--- src/rtl/falling_object_spawner.sv ---
// Spawn scheduler for a pool of falling-object datapaths: per-slot FREE/LOAD/ARM/ACTIVE FSM, LFSR spawn X, common speed.
// Optional speed-up per level is enabled by defining SPAWNER_SPEEDUP_EN.
module falling_object_spawner #(
  parameter int unsigned NUM_SLOTS           = 4,
  parameter int unsigned SPAWN_PERIOD_FRAMES = 60,
  parameter int unsigned X_MIN               = 0,
  parameter int unsigned X_MAX               = 607,
  parameter int unsigned BASE_SPEED          = 64,
  parameter int unsigned SPEED_STEP          = 16,
  parameter int unsigned SPAWNS_PER_LEVEL    = 8,
  parameter int unsigned MAX_SPEED           = 256,
  parameter logic [15:0] LFSR_SEED           = 16'hACE1
) (
  input  logic                   clk,
  input  logic                   resetN,
  input  logic                   startOfFrame,
  input  logic                   enable,
  input  logic [NUM_SLOTS-1:0]   exceed,
  input  logic [NUM_SLOTS-1:0]   hit,
  output logic [NUM_SLOTS-1:0]   load,
  output logic [NUM_SLOTS-1:0]   visible,
  output logic signed [10:0]     topLeftXRand,
  output logic signed [31:0]     speed,
  output logic [3:0]             activeCount
);

  typedef enum logic [1:0] {FREE, LOAD, ARM, ACTIVE} slot_state_t;

  localparam int unsigned FW       = $clog2(SPAWN_PERIOD_FRAMES + 1);
  localparam logic [FW:0] PERIOD_V = (FW+1)'(SPAWN_PERIOD_FRAMES);
  localparam logic [10:0] RANGE_V  = 11'(X_MAX - X_MIN + 1);

  slot_state_t            state     [NUM_SLOTS];
  slot_state_t            stateNext [NUM_SLOTS];
  logic [NUM_SLOTS-1:0]   eligible, retire, sel, cool;
  logic                   found, spawnGo, periodHit, pending;
  logic [FW-1:0]          frameCnt;
  logic [FW:0]            frameInc;
  logic [15:0]            spawnCnt;
  logic [15:0]            lfsr, lfsrNext;
  logic [10:0]            rVal, offVal, xNew, xReg;
  logic [31:0]            speedReg;

  // State register
  always_ff @(posedge clk) begin
    for (int unsigned i = 0; i < NUM_SLOTS; i++) begin
      if (!resetN) state[i] <= FREE;
      else         state[i] <= stateNext[i];
    end
  end

  // A slot retired this frame stays ineligible until the next startOfFrame;
  // that startOfFrame cycle itself already counts as eligible.
  always_comb begin
    eligible = '0;
    retire   = '0;
    sel      = '0;
    found    = 1'b0;
    for (int unsigned i = 0; i < NUM_SLOTS; i++) begin
      eligible[i] = (state[i] == FREE) && (!cool[i] || startOfFrame);
      retire[i]   = (state[i] == ACTIVE) && (exceed[i] || hit[i]);
      if (eligible[i] && !found) begin
        sel[i] = 1'b1;
        found  = 1'b1;
      end
    end
    spawnGo = pending && enable && found;
  end

  // Next-state logic
  always_comb begin
    for (int unsigned i = 0; i < NUM_SLOTS; i++) begin
      stateNext[i] = state[i];
      case (state[i])
        FREE:    if (spawnGo && sel[i]) stateNext[i] = LOAD;
        LOAD:    stateNext[i] = ARM;
        ARM:     stateNext[i] = ACTIVE;
        ACTIVE:  if (retire[i]) stateNext[i] = FREE;
        default: stateNext[i] = FREE;
      endcase
    end
  end

  // Output logic
  always_comb begin
    load        = '0;
    visible     = '0;
    activeCount = '0;
    for (int unsigned i = 0; i < NUM_SLOTS; i++) begin
      load[i]     = (state[i] == LOAD);
      visible[i]  = (state[i] == ACTIVE);
      activeCount = activeCount + {3'b000, visible[i]};
    end
  end

  // Period fires on the startOfFrame that brings the count up to SPAWN_PERIOD_FRAMES
  always_comb begin
    frameInc  = {1'b0, frameCnt} + (FW+1)'(1);
    periodHit = startOfFrame && enable && (frameInc >= PERIOD_V);
  end

  always_comb begin
    lfsrNext = {1'b0, lfsr[15:1]};
    if (lfsr[0]) lfsrNext = lfsrNext ^ 16'hB400;
    rVal   = {1'b0, lfsr[9:0]};
    offVal = (rVal >= RANGE_V) ? (rVal - RANGE_V) : rVal;
    xNew   = 11'(X_MIN) + offVal;
  end

  always_ff @(posedge clk) begin
    if (!resetN) begin
      frameCnt <= '0;
      pending  <= 1'b0;
      spawnCnt <= '0;
      cool     <= '0;
      lfsr     <= LFSR_SEED;
      xReg     <= 11'(X_MIN);
    end else begin
      lfsr <= lfsrNext;
      cool <= (cool & ~{NUM_SLOTS{startOfFrame}}) | retire;
      if (startOfFrame && enable)
        frameCnt <= periodHit ? '0 : frameInc[FW-1:0];
      if (periodHit)    pending <= 1'b1;
      else if (spawnGo) pending <= 1'b0;
      if (spawnGo) begin
        xReg     <= xNew;
        spawnCnt <= spawnCnt + 16'd1;
      end
    end
  end

`ifdef SPAWNER_SPEEDUP_EN
  logic [15:0] lvlCnt;
  logic        levelTick;
  logic [31:0] speedSum;

  assign speedSum = speedReg + 32'(SPEED_STEP);

  // levelTick is high during the load cycle, so speed changes one cycle later
  always_ff @(posedge clk) begin
    if (!resetN) begin
      lvlCnt    <= '0;
      levelTick <= 1'b0;
      speedReg  <= 32'(BASE_SPEED);
    end else begin
      levelTick <= 1'b0;
      if (spawnGo) begin
        if (lvlCnt == 16'(SPAWNS_PER_LEVEL - 1)) begin
          lvlCnt    <= '0;
          levelTick <= 1'b1;
        end else begin
          lvlCnt <= lvlCnt + 16'd1;
        end
      end
      if (levelTick)
        speedReg <= (speedSum >= 32'(MAX_SPEED)) ? 32'(MAX_SPEED) : speedSum;
    end
  end
`else
  assign speedReg = 32'(BASE_SPEED);
`endif

  assign topLeftXRand = signed'(xReg);
  assign speed        = signed'(speedReg);

endmodule

--- config.mk ---
export PLATFORM = sky130hd
export DESIGN_NAME = falling_object_spawner
export DESIGN_NICKNAME = d
export VERILOG_FILES = /design/src/rtl/falling_object_spawner.sv
export SDC_FILE = /design/constraint.sdc
export NUM_CORES = 1
export LEC_CHECK = 0
export CAP_MARGIN = 0
export CORE_AREA = 2 2 74 76
export CTS_BUF_LIST = sky130_fd_sc_hd__clkbuf_8
export DETAILED_ROUTE_END_ITERATION = 7
export DIE_AREA = 0 0 76 78
export PLACE_DENSITY = 0.8
export SYNTH_ARGS = -nofsm -noshare
export SYNTH_HDL_FRONTEND = slang
export SYNTH_SLANG_ARGS = --single-unit
--- constraint.sdc ---
create_clock -name clk -period 2.4 [get_ports clk]
set_clock_uncertainty 0.1 [all_clocks]
set_input_delay 0.48 -clock clk [delete_from_list [all_inputs] [get_ports clk]]
set_output_delay 0.48 -clock clk [all_outputs]
set_load 0.05 [all_outputs]
== Word-level counts from Yosys, hierarchy flattened ==
Memory sizes are Yosys's and may differ from the RTL's.
Index checks and enable logic that the tools add are counted.
Cells by class
  add/sub/neg operators: 5
  multipliers: 0
  divide/modulo/power cells: 0
  magnitude comparators: 2
  equality and inequality tests: 12
  shift-type cells: 0
  muxes and demuxes: 30
  bitwise operators: 8
  reductions and logical operators: 39
Operators with widths (count)
  case mux 2 bit (4 select lines): 4
  2-to-1 mux 2 bit: 12
  logical AND 1 bit: 19
  == test 2 bit (second input constant): 8
  2-to-1 mux 16 bit: 1
  2-to-1 mux 1 bit: 11
  2-to-1 mux 11 bit: 1
  subtractor 10 x 10 -> 11 bit (second input constant): 1
  >= comparator 10 bit (second input constant): 1
  == test 2 x 1 -> 1 bit (second input constant): 4
  logical NOT 2 bit: 4
  logical OR 1 bit: 8
  adder 6 x 1 -> 7 bit (second input constant): 1
  >= comparator 7 x 6 -> 1 bit (second input constant): 1
  logical NOT 1 bit: 7
  2-to-1 mux 6 bit: 1
  adder 3 x 1 -> 4 bit: 1
  AND 4 bit: 1
  inverter 3 -> 4 bit: 1
  inverter 4 bit: 1
  OR 1 bit: 4
  OR 4 bit: 1
  adder 2 x 1 -> 3 bit: 1
  adder 1 x 1 -> 2 bit: 1
  nonzero test 2 bit: 1
Storage, ports and cells
  flip-flop bits (word level): 38
  latch bits: 0
  bits in writable memories: 8
  ROM bits: 0
  input bits: 12
  output and inout port bits: 55
  logic and storage cells: 102
  memories: 1
Memory list
  state: words 4, width 2, read ports 4, clocked after memory_dff 0, wr ports 4, line 33  | slot_state_t state [NUM_SLOTS];

== Logic depth before layout (Yosys ltp) ==
  depth after elaboration: 18
  depth in mapped cells: 7
  depth with buffers taken out: 7

== Worst setup path before layout ==
OpenSTA, ideal clock, no wires.
  path kind: register -> output
  start: mem state[0][0] in the netlist's numbering
  end: out activeCount[1]
  arrival time: 2.273 ns
  data required time: 1.820 ns
  setup slack: -0.453 ns
  cell stages (with the launch flop): 7
  path buffers: 0
  cell sequence: dfxtp_1 > ha_1 > inv_1 > fa_1 > inv_1 > ha_1 > ha_1
RTL lines
  start: declaration: line 33
  end: declaration: line 24  | output logic [3:0] activeCount

==> impl_metrics.json <==
{
  "outcome": "finished with violations",
  "violations": "setup timing",
  "finalCritPeriodShare_pct": 106.7,
  "placementRows": 26,
  "drt_pre_antenna_iters": 4,
  "yosys_most_used_dff": "sky130_fd_sc_hd__dfxtp_1",
  "highest-signal-layer": "met4",
  "dieArea_mm2": 0.005928,
  "drt-total-wl_mm": 4.665,
  "grt_antenna_before_repair": 0,
  "cts_hold_buf": 0,
  "finish.cell_count_without_fillers": 392,
  "cts_inserted_buffers": 5,
  "hold_path_class": "reg -> reg",
  "max_slew_margin_pct": 41.03,
  "synth_sequential_area_ratio_pct": 37.30,
  "grt.overflow.total": 0,
  "port_buffers": 33,
  "fp.dieH_um": 78,
  "crit_arrival_ns": 1.98,
  "design.final.nets": 359,
  "antennaDiodeCount": 0,
  "ys_seq_elements": 46,
  "crit-reg2reg-launch": "state[0][0]",
  "worst_ep_required_time_ns": 1.82,
  "synthesis.instances": 272,
  "worst-slew-pin-transition_ns": 0.8846,
  "insertion_delay_ns": 0.30,
  "die_w_um": 76,
  "yosys-top-cells-area": "sky130_fd_sc_hd__dfxtp_1 (37%), sky130_fd_sc_hd__ha_1 (13%), sky130_fd_sc_hd__buf_4 (10%)",
  "timing.final.max_slew_violations": 0,
  "gp_routability_congestion": 0.8385,
  "hpwl_mm": 3.424,
  "max_cap_violations": 0,
  "setup.worst_path.start_class": "register",
  "cts_max_level": 2,
  "finalHoldViolCount": 0,
  "dr_total_vias": 1838,
  "synth.lib_cells_used.distinct": 38,
  "remaining_number_of_nets_flagged_by_the_antenna_check_after_routing": 0,
  "cts_sinks": 46,
  "synth_area_mm2": 0.002469,
  "worst_setup_hold_path_clk_slew_ns": 0.09,
  "detail_route.vias_per_cell": 4.689,
  "timing.setup.critical_path_class": "reg -> out",
  "dpl_cells": 378,
  "fill_cells": 434,
  "syn_avg_cell_area_um2": 9.076,
  "p_leak_nw": 1.284,
  "groute.usage.overall_pct": 16.04,
  "critical_path_peak_fanout": 2,
  "wl_met2_mm": 2.336,
  "final_period_minus_worst_setup_slack_ns": 2.560,
  "area_overhead_of_the_layout_relative_to_synthesis_pct": 23.57,
  "p_per_area_mw_per_mm2": 481.1,
  "synth_enable_flop_cells": 0,
  "dr.first_iter.drc_count": 52,
  "synth_top_area_cell": "sky130_fd_sc_hd__dfxtp_1",
  "tritoncts": "done",
  "start_util_pct": 48.96,
  "final_setup_viols": 2,
  "endpoint_kind": "primary output",
  "post-synth-top-area-fraction_pct": 37.30,
  "first_global_vias": 1817,
  "synth.yosys.warnings": 0,
  "clock_path_buffers": 2,
  "most_common_library_cell_in_the_layout_ignoring_fill_and_taps": "sky130_fd_sc_hd__dfxtp_1",
  "final-seq-area_um2": 935.9,
  "grt_first_pass_wirelength_mm": 7.852,
  "core_area_mm2": 0.005042,
  "asyncSetResetFlopFracSynth_pct": 0,
  "cp-startpoint": "state[1][0]",
  "multiInputGateArea_mm2": 0.001385,
  "irDropWorstVdd_v": 0.0004019,
  "maxClockFrequency_mhz": 390.7,
  "ios": 67,
  "pin_count_of_the_biggest_net_entering_global_routing": 17,
  "min-delay-start": "lfsr[12]",
  "mostFrequentLayoutCells": "sky130_fd_sc_hd__dfxtp_1 (40), sky130_fd_sc_hd__conb_1 (33), sky130_fd_sc_hd__clkdlybuf4s50_1 (25), sky130_fd_sc_hd__nor2_1 (24), sky130_fd_sc_hd__ha_1 (20)",
  "detail_route.drc_violations": 0,
  "routedLengthMet1_mm": 2.051,
  "wl_per_cell_um": 11.90,
  "wl_met3_um": 240,
  "rsz_0062_raised_after_global_routing": "true",
  "worst_slack_ns": -0.1597,
  "cts-root-buf": "sky130_fd_sc_hd__clkbuf_8",
  "total_power_w": 0.001468,
  "drive_gt1_share_pct": 15.22
}
==> kinds of logic (layout without fill, tap and decap cells) <==
| family | count (synthesis) | in the layout | synth area share, % |
|---|---|---|---|
| adder cells (fa/ha/maj) | 26 | 26 | 13.48 |
| buffers and inverters | 56 | 75 | 13.84 |
| AND/OR/NAND/NOR | 80 | 80 | 16.52 |
| XOR/XNOR | 8 | 8 | 2.838 |
| AO/OA/AOI/OAI | 42 | 42 | 10.85 |
| multiplexers | 12 | 12 | 4.866 |
| flip-flops | 46 | 46 | 37.30 |
| other | 2 | 33 | 0.3042 |
==> through the flow <==
step                worst slack [ns]  area [µm²]  TNS, ns  utilization [%]  hold WS [ns]
finish                       -0.1597        3050  -0.2181            60.50        0.3048
global route                 -0.2157        3050  -0.3866            60.50        0.3597
CTS                          -0.1602        3048  -0.2112            60.45        0.3146
detailed placement           -0.1928        2892   -2.197            57.34        0.2974
global placement             -0.1081        2892  -0.9853            57.34        0.2986
floorplan                   0.007996        2638        0                -        0.2863
==> worst max-delay path, cell delays in order (launching register included) <==
cell	delay, ns
sky130_fd_sc_hd__dfxtp_2	0.36
sky130_fd_sc_hd__ha_4	0.14
sky130_fd_sc_hd__inv_2	0.04
sky130_fd_sc_hd__fa_1	0.54
sky130_fd_sc_hd__inv_2	0.05
sky130_fd_sc_hd__ha_4	0.15
sky130_fd_sc_hd__ha_4	0.27
sky130_fd_sc_hd__buf_12	0.13
==> state kept, by name, indices dropped and copies added (netlist names) <==
register,flops
frameCnt,6
cool,4
lfsr,16
pending,1
state,8
topLeftXRand,11
==> area by class of cell <==
type	count	area share, %
repair buffers	51	16.12
clock inverters	3	0.6973
well taps	70	2.871
flip-flops and latches	46	30.68
multi-input cells	201	45.41
clock buffers	5	2.256
inverters	16	1.969
==> synthesized netlist by cell type (all sizes together), types with 8 or more instances <==
| cell type | n |
|---|---|
| o21ai | 14 |
| a21oi | 11 |
| nor3 | 8 |
| nand2b | 11 |
| ha | 25 |
| and2 | 10 |
| buf | 34 |
| mux2i | 12 |
| inv | 16 |
| nand2 | 15 |
| nor2 | 24 |
| dfxtp | 46 |
==> what timing repair did <==
action | in CTS | in global routing
gates resized for setup | 15 | 1
endpoints found under the setup margin | 4 | 4
buffers inserted | 6 | 0
pin swaps | 3 | 3
==> routing by layer <==
layer  track usage (%)  vias to the layer above
met1             18.02                      838
met3             4.535                        4
met4             5.455                        0
met5                 0                        -
li1                  -                      940
met2             29.20                       56
==> where the power goes <==
group	internal (W)	total, W	switching (W)
clock	0.000205	0.000471	0.000266
sequential	0.000780	0.000798	0.0000179
combinational	0.0000481	0.000199	0.000151
==> path summary, 6_finish.rpt <==
check                          to  slack [ns]  cells after the start
setup / recovery   activeCount[1]       -0.16                      7
hold / removal           lfsr[11]        0.30                      1
setup reg to reg  topLeftXRand[5]        0.21                      7
hold reg to reg          lfsr[11]        0.30                      1
(Power assumes the default switching activity.)
